<file path="config.mk">
export PLATFORM = sky130hd
export DESIGN_NAME = stable_matching_seq
export DESIGN_NICKNAME = d
export VERILOG_FILES = /design/src/rtl/stable_matching_seq_pkg.sv /design/src/rtl/stable_matching_rank_cmp.sv /design/src/rtl/stable_matching_seq.sv
export SDC_FILE = /design/constraint.sdc
export NUM_CORES = 2
export LEC_CHECK = 0
export BUFFER_PORTS_ARGS = -buffer_cell sky130_fd_sc_hd__buf_4
export CAP_MARGIN = 5
export CORE_MARGIN = 2
export CORE_UTILIZATION = 40
export DETAILED_ROUTE_END_ITERATION = 10
export PLACE_DENSITY = 0.6
export SLEW_MARGIN = 20
export SYNTH_ARGS = -nofsm -noshare
export SYNTH_HDL_FRONTEND = slang
export SYNTH_HIERARCHICAL = 1
export SYNTH_SLANG_ARGS = --single-unit
</file>
<file path="constraint.sdc">
create_clock -name clk -period 63 [get_ports clk]
set_input_delay 3.15 -clock clk [delete_from_list [all_inputs] [get_ports clk]]
set_output_delay 3.15 -clock clk [all_outputs]
set_load 0.1 [all_outputs]
</file>
<file path="src/rtl/stable_matching_seq_pkg.sv">
// Shared types and width helpers for the sequential stable-matching engine.
// The optional iteration limit is enabled by STABLE_MATCHING_ITER_LIMIT_EN.
package stable_matching_seq_pkg;

    typedef enum logic [1:0] {
        ST_IDLE = 2'd0,
        ST_RUN  = 2'd1,
        ST_DONE = 2'd2
    } state_e;

    // Bits needed to encode n distinct values, never less than one.
    function automatic int clog2_min1(input int n);
        int w;
        w = 1;
        for (int i = 1; i < 31; i++) begin
            if ((1 << i) < n) begin
                w = i + 1;
            end
        end
        return w;
    endfunction

endpackage

</file>
<file path="src/rtl/stable_matching_rank_cmp.sv">
// Decides whether proposer s ranks strictly ahead of current partner s1 in a
// receiver's preference list; only the first occurrence of a member counts.
module stable_matching_rank_cmp
    import stable_matching_seq_pkg::*;
#(
    parameter int Kr   = 10,
    parameter int LOG_S = 4
) (
    input  logic [Kr*LOG_S-1:0] pref_list,
    input  logic [LOG_S-1:0]    s,
    input  logic [LOG_S-1:0]    s1,
    output logic                better
);

    localparam int RKW = clog2_min1(Kr);

    logic [LOG_S-1:0] entry [Kr];
    logic             s_found;
    logic             s1_found;
    logic [RKW-1:0]   s_rank;
    logic [RKW-1:0]   s1_rank;

    for (genvar gi = 0; gi < Kr; gi++) begin : g_entry
        assign entry[gi] = pref_list[gi*LOG_S +: LOG_S];
    end

    // Scanning from the tail lets the earliest match overwrite later ones.
    always_comb begin
        s_found  = 1'b0;
        s1_found = 1'b0;
        s_rank   = '0;
        s1_rank  = '0;
        for (int j = Kr - 1; j >= 0; j--) begin
            if (entry[j] == s) begin
                s_found = 1'b1;
                s_rank  = RKW'(j);
            end
            if (entry[j] == s1) begin
                s1_found = 1'b1;
                s1_rank  = RKW'(j);
            end
        end
    end

    // A member missing from the list loses to any member that appears.
    assign better = s_found && (!s1_found || (s_rank < s1_rank));

endmodule

</file>
<file path="src/rtl/stable_matching_seq.sv">
// Gale-Shapley engine evaluating one proposal per clock; presents {finish, matchList}.
// Define STABLE_MATCHING_ITER_LIMIT_EN to add MAX_ITER and the aborted output.
module stable_matching_seq
    import stable_matching_seq_pkg::*;
#(
    parameter int S  = 10,
    parameter int R  = S,
    parameter int Ks = R,
    parameter int Kr = S,
`ifdef STABLE_MATCHING_ITER_LIMIT_EN
    parameter int MAX_ITER = S * Ks,
`endif
    localparam int LOG_S = clog2_min1(S),
    localparam int LOG_R = clog2_min1(R),
    localparam int PCW   = clog2_min1(Ks + 1),
    localparam int CNTW  = clog2_min1(S * Ks + 1),
    localparam int RPW   = R * Kr * LOG_S,
    localparam int SPW   = S * Ks * LOG_R
) (
    input  logic               clk,
    input  logic               rst,
    input  logic               start,
    input  logic [RPW+SPW-1:0] p_input,
`ifdef STABLE_MATCHING_ITER_LIMIT_EN
    output logic               aborted,
`endif
    output logic               busy,
    output logic               done,
    output logic [R*LOG_S:0]   o,
    output logic [R-1:0]       r_matched,
    output logic [CNTW-1:0]    proposals
);

    state_e           state_q, state_d;
    logic [RPW-1:0]   r_pref_q, r_pref_d;
    logic [SPW-1:0]   s_pref_q, s_pref_d;
    logic [PCW-1:0]   pc_q [S];
    logic [PCW-1:0]   pc_d [S];
    logic [S-1:0]     s_is_match_q, s_is_match_d;
    logic [R-1:0]     r_matched_q, r_matched_d;
    logic [LOG_S-1:0] match_q [R];
    logic [LOG_S-1:0] match_d [R];
    logic [CNTW-1:0]  proposals_q, proposals_d;
    logic             finish_q, finish_d;
    logic             busy_q, busy_d;
    logic             done_q, done_d;
`ifdef STABLE_MATCHING_ITER_LIMIT_EN
    logic             aborted_q, aborted_d;
`endif

    logic [S-1:0]          can_propose;
    logic [S-1:0]          lowest_oh;
    logic [Ks*LOG_R-1:0]   s_list [S];
    logic [Kr*LOG_S-1:0]   r_list [R];
    logic                  found;
    logic [LOG_S-1:0]      s_sel;
    logic [PCW-1:0]        pc_sel;
    logic [Ks*LOG_R-1:0]   s_list_sel;
    logic [LOG_R-1:0]      r_sel;
    logic                  r_valid;
    logic [LOG_S-1:0]      holder;
    logic [Kr*LOG_S-1:0]   r_list_sel;
    logic                  better;
    int                    pref_idx;

    for (genvar gi = 0; gi < S; gi++) begin : g_prop
        assign can_propose[gi] = (pc_q[gi] != '0) && !s_is_match_q[gi];
        assign s_list[gi]      = s_pref_q[gi*Ks*LOG_R +: Ks*LOG_R];
    end

    for (genvar gi = 0; gi < R; gi++) begin : g_recv
        assign r_list[gi]              = r_pref_q[gi*Kr*LOG_S +: Kr*LOG_S];
        assign o[gi*LOG_S +: LOG_S]    = match_q[gi];
    end
    assign o[R*LOG_S] = finish_q;

    // Isolate the lowest free proposer as a one-hot mask, then encode it.
    assign lowest_oh = can_propose & (~can_propose + S'(1));
    assign found     = |can_propose;

    always_comb begin
        s_sel = '0;
        for (int i = 0; i < S; i++) begin
            if (lowest_oh[i]) begin
                s_sel = s_sel | LOG_S'(i);
            end
        end
    end

    // Next receiver in s's list; pc counts down so entry Ks-pc is next.
    always_comb begin
        pc_sel     = pc_q[s_sel];
        pref_idx   = (pc_sel == '0) ? 0 : (Ks - int'(pc_sel));
        s_list_sel = s_list[s_sel];
        r_sel      = s_list_sel[pref_idx*LOG_R +: LOG_R];
        r_valid    = int'(r_sel) < R;
        holder     = r_valid ? match_q[r_sel] : '0;
        r_list_sel = r_valid ? r_list[r_sel] : '0;
    end

    stable_matching_rank_cmp #(
        .Kr    (Kr),
        .LOG_S (LOG_S)
    ) u_rank_cmp (
        .pref_list (r_list_sel),
        .s         (s_sel),
        .s1        (holder),
        .better    (better)
    );

    always_comb begin
        state_d      = state_q;
        r_pref_d     = r_pref_q;
        s_pref_d     = s_pref_q;
        pc_d         = pc_q;
        s_is_match_d = s_is_match_q;
        r_matched_d  = r_matched_q;
        match_d      = match_q;
        proposals_d  = proposals_q;
        finish_d     = finish_q;
        busy_d       = busy_q;
        done_d       = done_q;
`ifdef STABLE_MATCHING_ITER_LIMIT_EN
        aborted_d    = aborted_q;
`endif
        case (state_q)
            ST_IDLE, ST_DONE: begin
                if (start) begin
                    r_pref_d     = p_input[RPW-1:0];
                    s_pref_d     = p_input[RPW+SPW-1:RPW];
                    for (int i = 0; i < S; i++) pc_d[i] = PCW'(Ks);
                    for (int i = 0; i < R; i++) match_d[i] = '0;
                    s_is_match_d = '0;
                    r_matched_d  = '0;
                    proposals_d  = '0;
                    finish_d     = 1'b0;
                    done_d       = 1'b0;
                    busy_d       = 1'b1;
`ifdef STABLE_MATCHING_ITER_LIMIT_EN
                    aborted_d    = 1'b0;
`endif
                    state_d      = ST_RUN;
                end
            end
            ST_RUN: begin
                if (!found) begin
                    state_d  = ST_DONE;
                    busy_d   = 1'b0;
                    done_d   = 1'b1;
                    finish_d = 1'b1;
                end
`ifdef STABLE_MATCHING_ITER_LIMIT_EN
                else if (int'(proposals_q) >= MAX_ITER) begin
                    state_d   = ST_DONE;
                    busy_d    = 1'b0;
                    done_d    = 1'b1;
                    aborted_d = 1'b1;
                end
`endif
                else begin
                    pc_d[s_sel] = pc_sel - PCW'(1);
                    proposals_d = proposals_q + CNTW'(1);
                    if (r_valid) begin
                        if (!r_matched_q[r_sel]) begin
                            match_d[r_sel]      = s_sel;
                            r_matched_d[r_sel]  = 1'b1;
                            s_is_match_d[s_sel] = 1'b1;
                        end else if (better) begin
                            match_d[r_sel]       = s_sel;
                            s_is_match_d[holder] = 1'b0;
                            s_is_match_d[s_sel]  = 1'b1;
                        end
                    end
                end
            end
            default: state_d = ST_IDLE;
        endcase
    end

    always_ff @(posedge clk or posedge rst) begin
        if (rst) begin
            state_q      <= ST_IDLE;
            r_pref_q     <= '0;
            s_pref_q     <= '0;
            for (int i = 0; i < S; i++) pc_q[i] <= '0;
            for (int i = 0; i < R; i++) match_q[i] <= '0;
            s_is_match_q <= '0;
            r_matched_q  <= '0;
            proposals_q  <= '0;
            finish_q     <= 1'b0;
            busy_q       <= 1'b0;
            done_q       <= 1'b0;
`ifdef STABLE_MATCHING_ITER_LIMIT_EN
            aborted_q    <= 1'b0;
`endif
        end else begin
            state_q      <= state_d;
            r_pref_q     <= r_pref_d;
            s_pref_q     <= s_pref_d;
            pc_q         <= pc_d;
            match_q      <= match_d;
            s_is_match_q <= s_is_match_d;
            r_matched_q  <= r_matched_d;
            proposals_q  <= proposals_d;
            finish_q     <= finish_d;
            busy_q       <= busy_d;
            done_q       <= done_d;
`ifdef STABLE_MATCHING_ITER_LIMIT_EN
            aborted_q    <= aborted_d;
`endif
        end
    end

    assign busy      = busy_q;
    assign done      = done_q;
    assign r_matched = r_matched_q;
    assign proposals = proposals_q;
`ifdef STABLE_MATCHING_ITER_LIMIT_EN
    assign aborted   = aborted_q;
`endif

endmodule

</file>
# After elaboration in Yosys (flattened, before gate mapping)
# Index checks and enable logic that the tools add are counted.
# op_classes
addsub,4
magnitude_cmp,12
eq_ne,28
reduce_logical,49
mux,109
n_shift,1
bitwise_logic,9
# ops
op,count
40-bit two-way mux,12
40-bit binary-select mux with 4-bit select,2
40-bit case mux with 2 select lines,2
4-bit two-way mux,29
40-bit bitwise mux,2
4-bit == test,20
10-bit two-way mux,8
10-bit case mux with 2 select lines,2
4-bit nonzero test,10
40-bit by 32-bit variable part select with 4-bit output,1
4-bit binary-select mux with 4-bit select,2
4-bit demux with 4-bit select,2
30-bit two-way mux,1
10-bit OR,3
1-bit two-way mux,29
10-bit bitwise AND,2
10-bit NOT,2
1-bit logical AND,16
"4-bit by 5-bit < comparator with 1-bit output, second input constant",3
7-bit two-way mux,2
7-bit case mux with 2 select lines,1
1-bit demux with 4-bit select,3
"4-bit by 1-bit >= comparator with 1-bit output, second input constant",3
3-bit two-way mux,4
other kinds (27),51
# totals
out_inout_bits,60
ff_bits,911

# Logic depth before layout (Yosys ltp)
# depth
depth_word,45
depth_mapped,43
ltp_nobuf,34

# Hierarchy
# The synthesis kept the hierarchy.
# by_module_without_submodules
module,n_inst,cells_per_inst,area_each_um2
stable_matching_seq,1,5361,43407.9
stable_matching_rank_cmp,1,152,1244.9

# Least setup slack after synthesis
# No wires, ideal clock.
# synth_path
kind,reg2reg
startpoint,reg pc_q[24] (netlist bit)
endpoint,reg s_is_match_q[8]
setup_slack_ns,55.107
arrival_ns,7.764
setup_ns,0.128
period_less_slack_ns,7.893
path_stages_with_launch,41
path_buffers,9
cell_sequence,dfrtp_1 or4_4 a2bb2o_2 buf_6 nor4_4 a32o_1 nand3_1 and3_1 buf_6 inv_2 buf_2 clkbuf_1 ha_1 clkbuf_1 inv_1 xnor2_1 nand3_1 o22ai_1 (+5 left out) nand2_1 a31oi_1 o21ai_0 nor2_1 xor2_1 nor4_1 nand2b_1 nor3b_1 nor3b_1 ha_1 a21oi_1 o21ai_1 a31oi_1 nor2_1 a21oi_4 buf_4 mux2i_1 o21ai_0
# synth_via
elab_cells_between_ends,123
classes_between,add/sub: 2; order compare: 6; eq/ne: 23; shift: 1; mux: 73; bitwise: 8; reduce/logical: 10
# synth_lines
item,line_no,rtl
from (decl),stable_matching_seq.sv:37,logic [PCW-1:0] pc_q [S];
from (signal assigned),stable_matching_seq.sv:200,pc_q <= pc_d;
4-bit nonzero test,stable_matching_seq.sv:67,assign can_propose[gi] = (pc_q[gi] != '0) && !s_is_match_q[gi];
1-bit logical AND,stable_matching_seq.sv:67,
10-bit NOT,stable_matching_seq.sv:78,assign lowest_oh = can_propose & (~can_propose + S'(1));
10-bit by 1-bit adder with 10-bit output,stable_matching_seq.sv:78,
10-bit bitwise AND,stable_matching_seq.sv:78,
2-bit two-way mux,stable_matching_seq.sv:84,if (lowest_oh[i]) begin
3-bit two-way mux (4 in series),stable_matching_seq.sv:84,
4-bit two-way mux (2 in series),stable_matching_seq.sv:84,
(+12 left out),n/a,
via r_list_sel[25],stable_matching_seq.sv:62,logic [Kr*LOG_S-1:0] r_list_sel;
4-bit == test (on tied branches),"stable_matching_rank_cmp.sv:34, stable_matching_rank_cmp.sv:38",
"4-bit two-way mux, or another cell as far along (7 in series)",stable_matching_rank_cmp.sv:34,if (entry[j] == s) begin
4-bit < comparator or 1-bit zero test (tied branches),stable_matching_rank_cmp.sv:46,assign better = s_found && (!s1_found || (s_rank < s1_rank));
1-bit logical OR,stable_matching_rank_cmp.sv:46,
1-bit logical AND *,stable_matching_rank_cmp.sv:46,
via better,stable_matching_seq.sv:63,logic better;
3-bit != test (no source line) *,n/a,
5-bit AND reduction (no source line) *,n/a,
to (signal assigned),stable_matching_seq.sv:202,s_is_match_q <= s_is_match_d;
to (decl),stable_matching_seq.sv:39,"logic [S-1:0] s_is_match_q, s_is_match_d;"
# Mark *: on every way through the listed nets, which the timed path passes. The rest lies on a longest branch. The select of a mux whose other input is x is not followed.
# A chain may end at the register's enable or synchronous reset.

# Final worst setup path
# layout_path
startpoint,reg pc_q[24] (netlist bit)
endpoint,"reg match_q, in the netlist o[28]"
# layout_via
elab_cells_between_ends,115
classes_between,add/sub: 2; order compare: 4; eq/ne: 23; shift: 1; mux: 72; bitwise: 4; reduce/logical: 9
# layout_lines
item,line_no,rtl
4-bit nonzero test,stable_matching_seq.sv:67,
1-bit logical AND,stable_matching_seq.sv:67,
10-bit NOT,stable_matching_seq.sv:78,
10-bit by 1-bit adder with 10-bit output,stable_matching_seq.sv:78,
10-bit bitwise AND,stable_matching_seq.sv:78,
2-bit two-way mux,stable_matching_seq.sv:84,
3-bit two-way mux (4 in series),stable_matching_seq.sv:84,
4-bit two-way mux (2 in series),stable_matching_seq.sv:84,
(+12 left out),n/a,
via r_list_sel[25],stable_matching_seq.sv:62,
4-bit == test (on tied branches),"stable_matching_rank_cmp.sv:34, stable_matching_rank_cmp.sv:38",
"4-bit two-way mux, or another cell as far along (7 in series)",stable_matching_rank_cmp.sv:34,
4-bit < comparator or 1-bit zero test (tied branches),stable_matching_rank_cmp.sv:46,
1-bit logical OR,stable_matching_rank_cmp.sv:46,
1-bit logical AND *,stable_matching_rank_cmp.sv:46,
via better,stable_matching_seq.sv:63,
3-bit != test (no source line) *,n/a,
5-bit AND reduction (no source line) *,n/a,
to (signal assigned),stable_matching_seq.sv:201,match_q <= match_d;
to (decl),stable_matching_seq.sv:41,logic [LOG_S-1:0] match_q [R];
# Marked as above.

==> results.yml <==
status:
  outcome: "finished clean"
clock_network:
  clock_latency_ns: 0.72
  clkSinkCount: 911
  hold_buffers: 0
  cts_resized: 0
  cts_setup_buffers: 0
  tritoncts: "done"
  ctsHtreeMaxLevel: 3
  cts_root_buffer: "clkbuf_16"
  clkTransAtPathRegs_ns: 0.06
  clock_tree.buffer_depth: 3
  cts-buffers-inserted: 102
global_route:
  grt_overflow_total: 0
  grt_pass1_vias: 41106
  grt_pass1_wl_um: 278000
  grt_max_degree: 238
  track_usage_pct: 32.6
  antenna_found_initial: 9
placement:
  place.gp.congestion: 0.968
  port_buffers: 862
  dp_hpwl_um: 141000
hold_path:
  hold_depth: 2
  hold_path.class: "register to register"
critical_path:
  end_kind: "register"
  critPathLaunchType: "register"
  arrival_ns: 12.46
  critPathRequiredTime_ns: 63.57
  path_max_fanout: 92
  critPathMaxStageDelay_ns: 0.85
  worstSetupPathType: "register to register"
  cp_common_cell: "buf_4"
  worstRegToRegCells: 38
  slowest_stage: "a21oi_4"
timing:
  rsz0062_at_grt: "false"
  max_freq_ghz: 0.0841
  final.min_clock_period_ns: 11.89
  finalHoldViolations: 0
  relSlewSlack_pct: 13.2
  worstMarginPinSlew_ns: 1.30
  finClkSkew_ns: 0.0355
  tns_ns: 0
  fin_crit_sh_pct: 18.9
  slew_violations: 0
  setup_viol: 0
cells_and_area:
  nNetsFinal: 7003
  syn_to_final_growth_pct: 24.7
  layout-drive-gt1-share_pct: 18.7
  nFillCells: 10772
  most-common-layout-cells: "nand2_1 (2,873), buf_4 (920), dfrtp_1 (911), mux2i_1 (189), o21ai_0 (184)"
  final_common_cell: "nand2_1"
yosys:
  synth_area_leaders: "dfrtp_1 (51%), nand2_1 (24%), mux2i_1 (4.2%)"
  yosysUniqueCellTypes: 103
  syn_area_um2: 44700
  avgSynthCellArea_um2: 8.10
  synth.top_cell.area_share_pct: 51.1
  async_reset_ff_share_pct: 100
  syn-num-nets: 6322
  synth_top_cell_by_area: "dfrtp_1"
  synth_edf_count: 0
  postSynthCellCount: 5513
  synth_flop_cell: "dfrtp_1"
  yosys_warnings: 6
  ys_seq_area_share_pct: 51.1
  ys_ff_latch: 911
die:
  start_util_pct: 40.3
  fp.dieW_um: 338
  die_area_um2: 114000
  core_um2: 111000
  row_count: 122
  ioPinCount: 863
  die_h_um: 338
routing:
  ant_nets: 0
  routed_wl_um: 191000
  viasPerCell: 5.48
  drcViolationCount: 0
  drt-initial-drc-count: 4980
  drtPass1Iterations: 7
  drt-wirelength-per-cell_um: 24.6
  vias: 42606
run:
  maxCapViolations: 0
## state kept, by name, indices dropped and copies added, names as in the netlist
register	flops
s_pref_q	400
r_matched	10
state_q	2
s_is_match_q	10
o	40
proposals	7
done	1
busy	1
r_pref_q	400
pc_q	40
## cells in the mapped netlist, types with 16 or more instances
cell type / number
xnor2_1: 55
buf_2: 38
a21oi_1: 114
a31oi_1: 72
xor2_1: 27
nand2_1: 2874
dfrtp_1: 911
nor3_1: 29
buf_1: 21
inv_1: 24
nor4_1: 24
o21ai_0: 185
and3_1: 73
nand3_1: 80
clkbuf_1: 270
nor2_1: 114
o21ai_1: 16
o22ai_1: 27
mux2i_1: 189
a211oi_1: 28
o2bb2ai_1: 32
nand4_1: 21
## logic make-up (layout without fill, tap and decap cells)
family / count (synthesis) / count (layout) / synth area share (%)
AOI/OAI and AO/OA: 647 / 647 / 9.63
xor gates and xnor gates: 86 / 86 / 1.75
adders and majority gates: 6 / 6 / 0.168
buffers and inverters: 380 / 1144 / 3.61
DFF: 911 / 911 / 51.1
muxes: 193 / 193 / 4.34
other: 0 / 6 / 0
and+or+nand+nor: 3290 / 3290 / 29.4
## path summary, 6_finish.rpt
path                                from             to  slack (ns)
setup / recovery                pc_q[24]          o[28]       51.11
hold / removal             s_pref_q[248]  s_pref_q[248]        0.47
setup reg to reg                pc_q[24]          o[28]       51.11
hold reg to reg            s_pref_q[248]  s_pref_q[248]        0.47
max in group asynchronous            rst  r_pref_q[259]       58.05
min in group asynchronous            rst   r_pref_q[32]        2.61
## area by class of cell
type | count | area (µm²) | area share, %
clock buffers | 153 | 3110 | 5.58
clock inverters | 34 | 432 | 0.775
flip-flops and latches | 911 | 22800 | 40.9
diodes | 6 | 15.0 | 0.0270
inverters | 28 | 118 | 0.211
multi-input cells | 4222 | 20300 | 36.5
well taps | 1488 | 1860 | 3.34
repair buffers | 929 | 7060 | 12.7
## metrics by stage
step / utilization [%] / hold WS [ns] / setup slack, ns / cells / area, µm²
after detailed placement: 47.1 / 0.454 / 51.47 / 7578 / 52100
after global routing: 50.3 / 0.476 / 50.49 / 7768 / 55700
after global placement: 47.1 / 0.451 / 51.65 / 7578 / 52100
after CTS: 50.3 / 0.468 / 51.38 / 7765 / 55700
final: 50.3 / 0.468 / 51.11 / 7771 / 55700
after floorplan: - / 0.437 / 34.24 / 5513 / 44700
## layer usage
metal | share of wire (%) | wire, µm | vias to the layer above | GRT usage [%]
met2 | 44 | 85000 | 1973 | 49.0
li1 | - | - | 19340 | -
met5 | 0.012 | 23 | - | 0
met3 | 7.8 | 14900 | 353 | 6.17
met4 | 5.3 | 10100 | 4 | 15.2
met1 | 43 | 81300 | 20936 | 45.3
## worst max-delay path: cells and delay by family (launching register included)
| family | cells | cell delay, ns |
|---|---|---|
| simple gates | 12 | 3.05 |
| compound gates | 15 | 4.57 |
| fa+ha+maj | 2 | 0.55 |
| xor+xnor | 1 | 0.11 |
| buf+inv | 8 | 2.84 |
| flops | 1 | 0.39 |
Power is left out: the tool's default activity adds up to more than one toggle a clock period on the data nets, which glitch-free logic cannot reach.
